`config.mk`:
```
export PLATFORM = sky130hd
export DESIGN_NAME = matvec_sequencer
export DESIGN_NICKNAME = d
export VERILOG_FILES = /design/src/rtl/matvec_sequencer.sv
export SDC_FILE = /design/constraint.sdc
export NUM_CORES = 1
export LEC_CHECK = 0
export BUFFER_PORTS_ARGS = -buffer_cell sky130_fd_sc_hd__buf_2
export CORE_AREA = 4 4 423 425
export CTS_BUF_LIST = sky130_fd_sc_hd__clkbuf_16
export DETAILED_ROUTE_END_ITERATION = 12
export DIE_AREA = 0 0 427 429
export PLACE_DENSITY = 0.3
export SYNTH_ARGS = -nofsm -noshare
export SYNTH_HDL_FRONTEND = slang
export SYNTH_SLANG_ARGS = --single-unit
```
`constraint.sdc`:
```
create_clock -name clk -period 1.68 [get_ports clk]
set_input_delay 0.084 -clock clk [delete_from_list [all_inputs] [get_ports clk]]
set_output_delay 0.084 -clock clk [all_outputs]
set_load 0.005 [all_outputs]
```
`src/rtl/matvec_sequencer.sv`:
```
// matvec_sequencer: drives one external combinational dot-product engine
// to compute y = M*x one row at a time. Latches x at start, fetches each
// row over a req/valid handshake, captures the engine result and emits it
// on a valid/ready stream tagged with its row index.
module matvec_sequencer #(
    parameter  int WIDTH = 32,
    parameter  int LEN   = 8,
    parameter  int ROWS  = 8,
    localparam int IW    = (ROWS > 1) ? $clog2(ROWS) : 1
) (
    input  logic                      clk,
    input  logic                      rst_n,
    input  logic                      start,
    input  logic                      abort,
    input  logic [LEN-1:0][WIDTH-1:0] vec_in,
    output logic                      busy,
    output logic                      done,
    output logic                      row_req,
    output logic [IW-1:0]             row_idx,
    input  logic                      row_valid,
    input  logic [LEN-1:0][WIDTH-1:0] row_data,
    output logic [LEN-1:0][WIDTH-1:0] dot_a,
    output logic [LEN-1:0][WIDTH-1:0] dot_b,
    input  logic [WIDTH-1:0]          dot_result,
    output logic                      res_valid,
    input  logic                      res_ready,
    output logic [WIDTH-1:0]          res_data,
    output logic [IW-1:0]             res_idx
);

    localparam logic [2:0] S_IDLE    = 3'd0;
    localparam logic [2:0] S_FETCH   = 3'd1;
    localparam logic [2:0] S_COMPUTE = 3'd2;
    localparam logic [2:0] S_OUTPUT  = 3'd3;
    localparam logic [2:0] S_DONE    = 3'd4;

    localparam logic [IW-1:0] LAST_ROW = IW'(ROWS - 1);

    logic [2:0]                r_state;
    logic [2:0]                w_state_nxt;
    logic [IW-1:0]             r_row_cnt;
    logic [LEN-1:0][WIDTH-1:0] r_vec;
    logic [LEN-1:0][WIDTH-1:0] r_row;
    logic [WIDTH-1:0]          r_res;

    logic w_accept_start;
    logic w_accept_row;
    logic w_capture_res;
    logic w_accept_res;
    logic w_last_row;

    assign w_last_row     = (r_row_cnt == LAST_ROW);
    assign w_accept_start = (r_state == S_IDLE) && start;
    // abort outranks both handshakes, so it gates every datapath update
    assign w_accept_row   = (r_state == S_FETCH) && !abort && row_valid;
    assign w_capture_res  = (r_state == S_COMPUTE) && !abort;
    assign w_accept_res   = (r_state == S_OUTPUT) && !abort && res_ready;

    // Next-state selection
    always_comb begin
        w_state_nxt = r_state;
        case (r_state)
            S_IDLE: begin
                if (start) w_state_nxt = S_FETCH;
            end
            S_FETCH: begin
                if (abort)          w_state_nxt = S_IDLE;
                else if (row_valid) w_state_nxt = S_COMPUTE;
            end
            S_COMPUTE: begin
                w_state_nxt = abort ? S_IDLE : S_OUTPUT;
            end
            S_OUTPUT: begin
                if (abort)          w_state_nxt = S_IDLE;
                else if (res_ready) w_state_nxt = w_last_row ? S_DONE : S_FETCH;
            end
            S_DONE: begin
                w_state_nxt = S_IDLE;
            end
            default: begin
                w_state_nxt = S_IDLE;
            end
        endcase
    end

    // State register
    always_ff @(posedge clk or negedge rst_n) begin
        if (!rst_n) r_state <= S_IDLE;
        else        r_state <= w_state_nxt;
    end

    // Vector latch, row counter, row and result capture
    always_ff @(posedge clk or negedge rst_n) begin
        if (!rst_n) begin
            r_vec     <= '0;
            r_row     <= '0;
            r_res     <= '0;
            r_row_cnt <= '0;
        end else begin
            if (w_accept_start) begin
                r_vec     <= vec_in;
                r_row_cnt <= '0;
            end
            if (w_accept_row)  r_row <= row_data;
            if (w_capture_res) r_res <= dot_result;
            if (w_accept_res && !w_last_row) r_row_cnt <= r_row_cnt + IW'(1);
        end
    end

    // Outputs decoded purely from registered state
    always_comb begin
        busy      = (r_state == S_FETCH) || (r_state == S_COMPUTE) || (r_state == S_OUTPUT);
        done      = (r_state == S_DONE);
        row_req   = (r_state == S_FETCH);
        res_valid = (r_state == S_OUTPUT);
        row_idx   = r_row_cnt;
        res_idx   = r_row_cnt;
        res_data  = r_res;
        dot_a     = r_row;
        dot_b     = r_vec;
    end

endmodule

```
==> flow_summary.ini <==
[sta]
period_share = 1.12
period_needed_ns = 1.88
finalSetupViolations = 525
whs_ns = 0.148
layout_setup_ws_ns = -0.204
clock_skew_ns = 0.0154
fin_tns_setup_ns = -66.39
max_slew_margin = 0.453
worst_pin_slew_ns = 0.817
drv_slew = 0
fmax_mhz = 531
hold_violations = 0
rsz0062_at_grt = yes

[critical_path]
crit_required_ns = 2.22
worst-r2r-setup-slack_ns = -0.20
start_kind = register
critPathCaptureType = register
endpoint = dot_b[179]
path_max_fanout = 20
startpoint = r_state[2]
reg2reg_from = r_state[2]
path_class = register to register
timing.rr.end = dot_b[179]
rr_worst_depth = 4
arrival_ns = 2.43

[placement]
dp_slack_ns = -0.244
gp_congestion = 0.786
io_buffers = 1103
dpl.hpwl_um = 81300

[power_and_ir_drop]
clockPowerShare = 0.269
peakVddDrop_v = 0.000723
p_per_area_nw_per_um2 = 1520
seq_power_share = 0.394
p_switching_mw = 18.4
leakagePower_nw = 17.2
p_comb_frac = 0.337
sw_frac_of_total = 0.320
p_int_mw = 39.0

[synthesis]
synth_warnings = 0
synth_fp_nets = 1742
synth.distinct_cells = 25
synthArstFlopShare = 1.00
netlist.area_leader.share = 0.666
ys_ff_latch = 550
synthFlopType = dfrtp_1
syn_inst = 1190
ys_seq_area_frac = 0.666
synth_edf_count = 0
postSynthAreaPerCell_um2 = 17.4
synth_area_leader_cell = dfrtp_1
synth.cell_area_um2 = 20700
synth.area.top_cells = dfrtp_1 67%, mux2_2 30%, buf_6 1.3%

[grt]
grt_first_pass_wirelength_um = 143000
grt_usage = 0.107
globalRouteOverflowTotal = 0
grt_max_degree = 64
antenna_found_initial = 21
grt_pass1_vias = 19200

[layout]
finish.net_count = 3507
drive_above_1_share = 0.617
fillCellCount = 19200
syn_to_final_growth_pct = 82.3

[die]
rows = 154
die_width_um = 427
initial_core_util = 0.118
io_pins = 1104
core_um2 = 175000
die_y_um = 429
dieArea_um2 = 183000

[clock_network]
post_cts_buffers = 0
cts_htree_levels = 3
clk_latency_ns = 0.66
root_buffer = clkbuf_16
cts_tree = yes
cts_buffer_depth = 3
numCtsBuffers = 76
clk_pin_slew_ns = 0.05
cts_sinks = 550

[routing]
drc = 0
post_drt_wl_per_cell_um = 18.9
drt_iter0_markers = 435
finalWirelength_um = 101000
drtPass1Iterations = 4
via_per_inst = 3.17
drtAntennaViolNets = 0
vias = 17000

[flow_run]
cap_viol_max_count = 0

[worst_hold_path]
hp-class = input port to async pin

[run_status]
outcome = finished, violations left
failed_checks = negative setup slack
final cells by class:
cell class	count	area (um^2)	share of cell area
flip-flops and latches	550	13800	0.365
repair buffers	1752	12200	0.323
multi-input cells	575	6480	0.172
well taps	2340	2930	0.0777
clock buffers	77	1930	0.0511
clock inverters	48	389	0.0103
diodes	15	37.5	0.000996
sequential cells by signal, summed over array words and instances, names as in the netlist:
name and count:
res_idx 3, res_data 32, dot_a 256, dot_b 256
r_state 3
cell families after synthesis:
logic type / after synthesis / share of synthesized area
flip-flops: 550 / 0.666
multiplexers: 548 / 0.298
buffers and inverters: 65 / 0.0260
AND/OR/NAND/NOR: 21 / 0.00775
AO/OA/AOI/OAI: 4 / 0.000968
adder cells (fa/ha/maj): 2 / 0.00121
power groups by stage:
stage / clock network, mW / logic, mW / registers (mW)
final: 15.4 / 19.3 / 22.6
after detailed placement: 0 / 18.9 / 22.9
after CTS: 16.3 / 20.1 / 22.8
after global routing: 16.8 / 20.9 / 23.5
after floorplan: 0 / 6.88 / 22.9
after global placement: 0 / 18.9 / 22.9
critical path: stages (launching register included):
cell	delay [ns]
dfrtp_2	0.46
nor4b_4	0.33
buf_12	0.23
buf_4	0.30
mux2_2	0.36
cell usage in the layout, fill, tap and decap left out, types with 2 or more instances in the layout:
master / count
a21oi_1: 4
and3b_1: 2
buf_12: 26
buf_16: 2
buf_2: 1101
buf_4: 66
buf_6: 5
bufinv_16: 4
clkbuf_16: 77
clkinv_1: 15
clkinv_2: 5
clkinvlp_4: 3
dfrtp_1: 547
dfrtp_2: 3
diode_2: 15
dlygate4sd3_1: 551
ha_1: 2
inv_1: 14
inv_16: 2
inv_6: 3
mux2_2: 523
mux2_4: 22
mux2i_1: 2
nand2_1: 2
nor2_1: 2
nor2b_1: 2
Yosys cell counts (all sizes together) (2+ instances only):
cell type  number
a21oi           4
and3b           2
buf            65
dfrtp         550
ha              2
mux2          546
mux2i           2
nand2           2
nor2            4
nor2b           2
nor3            2
nor3b           2
routing by layer:
layer	global-route usage	up-vias	share of wire
met5	0	-	0.00061
met4	0.0369	10	0.033
met3	0.0347	153	0.072
met2	0.190	610	0.51
met1	0.121	8398	0.38
li1	-	7792	-
through the flow:
step | instance area [um^2] | util | power [mW] | cells
3_5_place_dp | 29800 | 0.170 | 41.8 | 4666
3_3_place_gp | 29800 | 0.170 | 41.8 | 4666
2_1_floorplan | 20800 | - | 29.8 | 1190
6_report | 37700 | 0.215 | 57.4 | 5357
5_1_grt | 37700 | 0.215 | 61.2 | 5354
4_1_cts | 37600 | 0.215 | 59.2 | 5342
worst min-delay path by stage:
stage	startpoint	endpoint	slack, ns	depth (start not counted)
5_1_grt	vec_in[206]	dot_b[206]	0.1	3
6_report	rst_n	res_data[19]	0.15	3
3_5_place_dp	rst_n	dot_b[165]	0.03	1
2_1_floorplan	rst_n	dot_a[0]	-0.21	0
4_1_cts	vec_in[99]	dot_b[99]	0.06	3
3_3_place_gp	rst_n	dot_b[165]	0.03	1
timing repair:
action                                  4_1_cts  5_1_grt
hold endpoints to repair                   1100        0
hold buffers                                551        0
gates resized for setup                      14        1
endpoints found under the setup margin      540      542
Note: power is estimated with default switching activity, not from simulation.
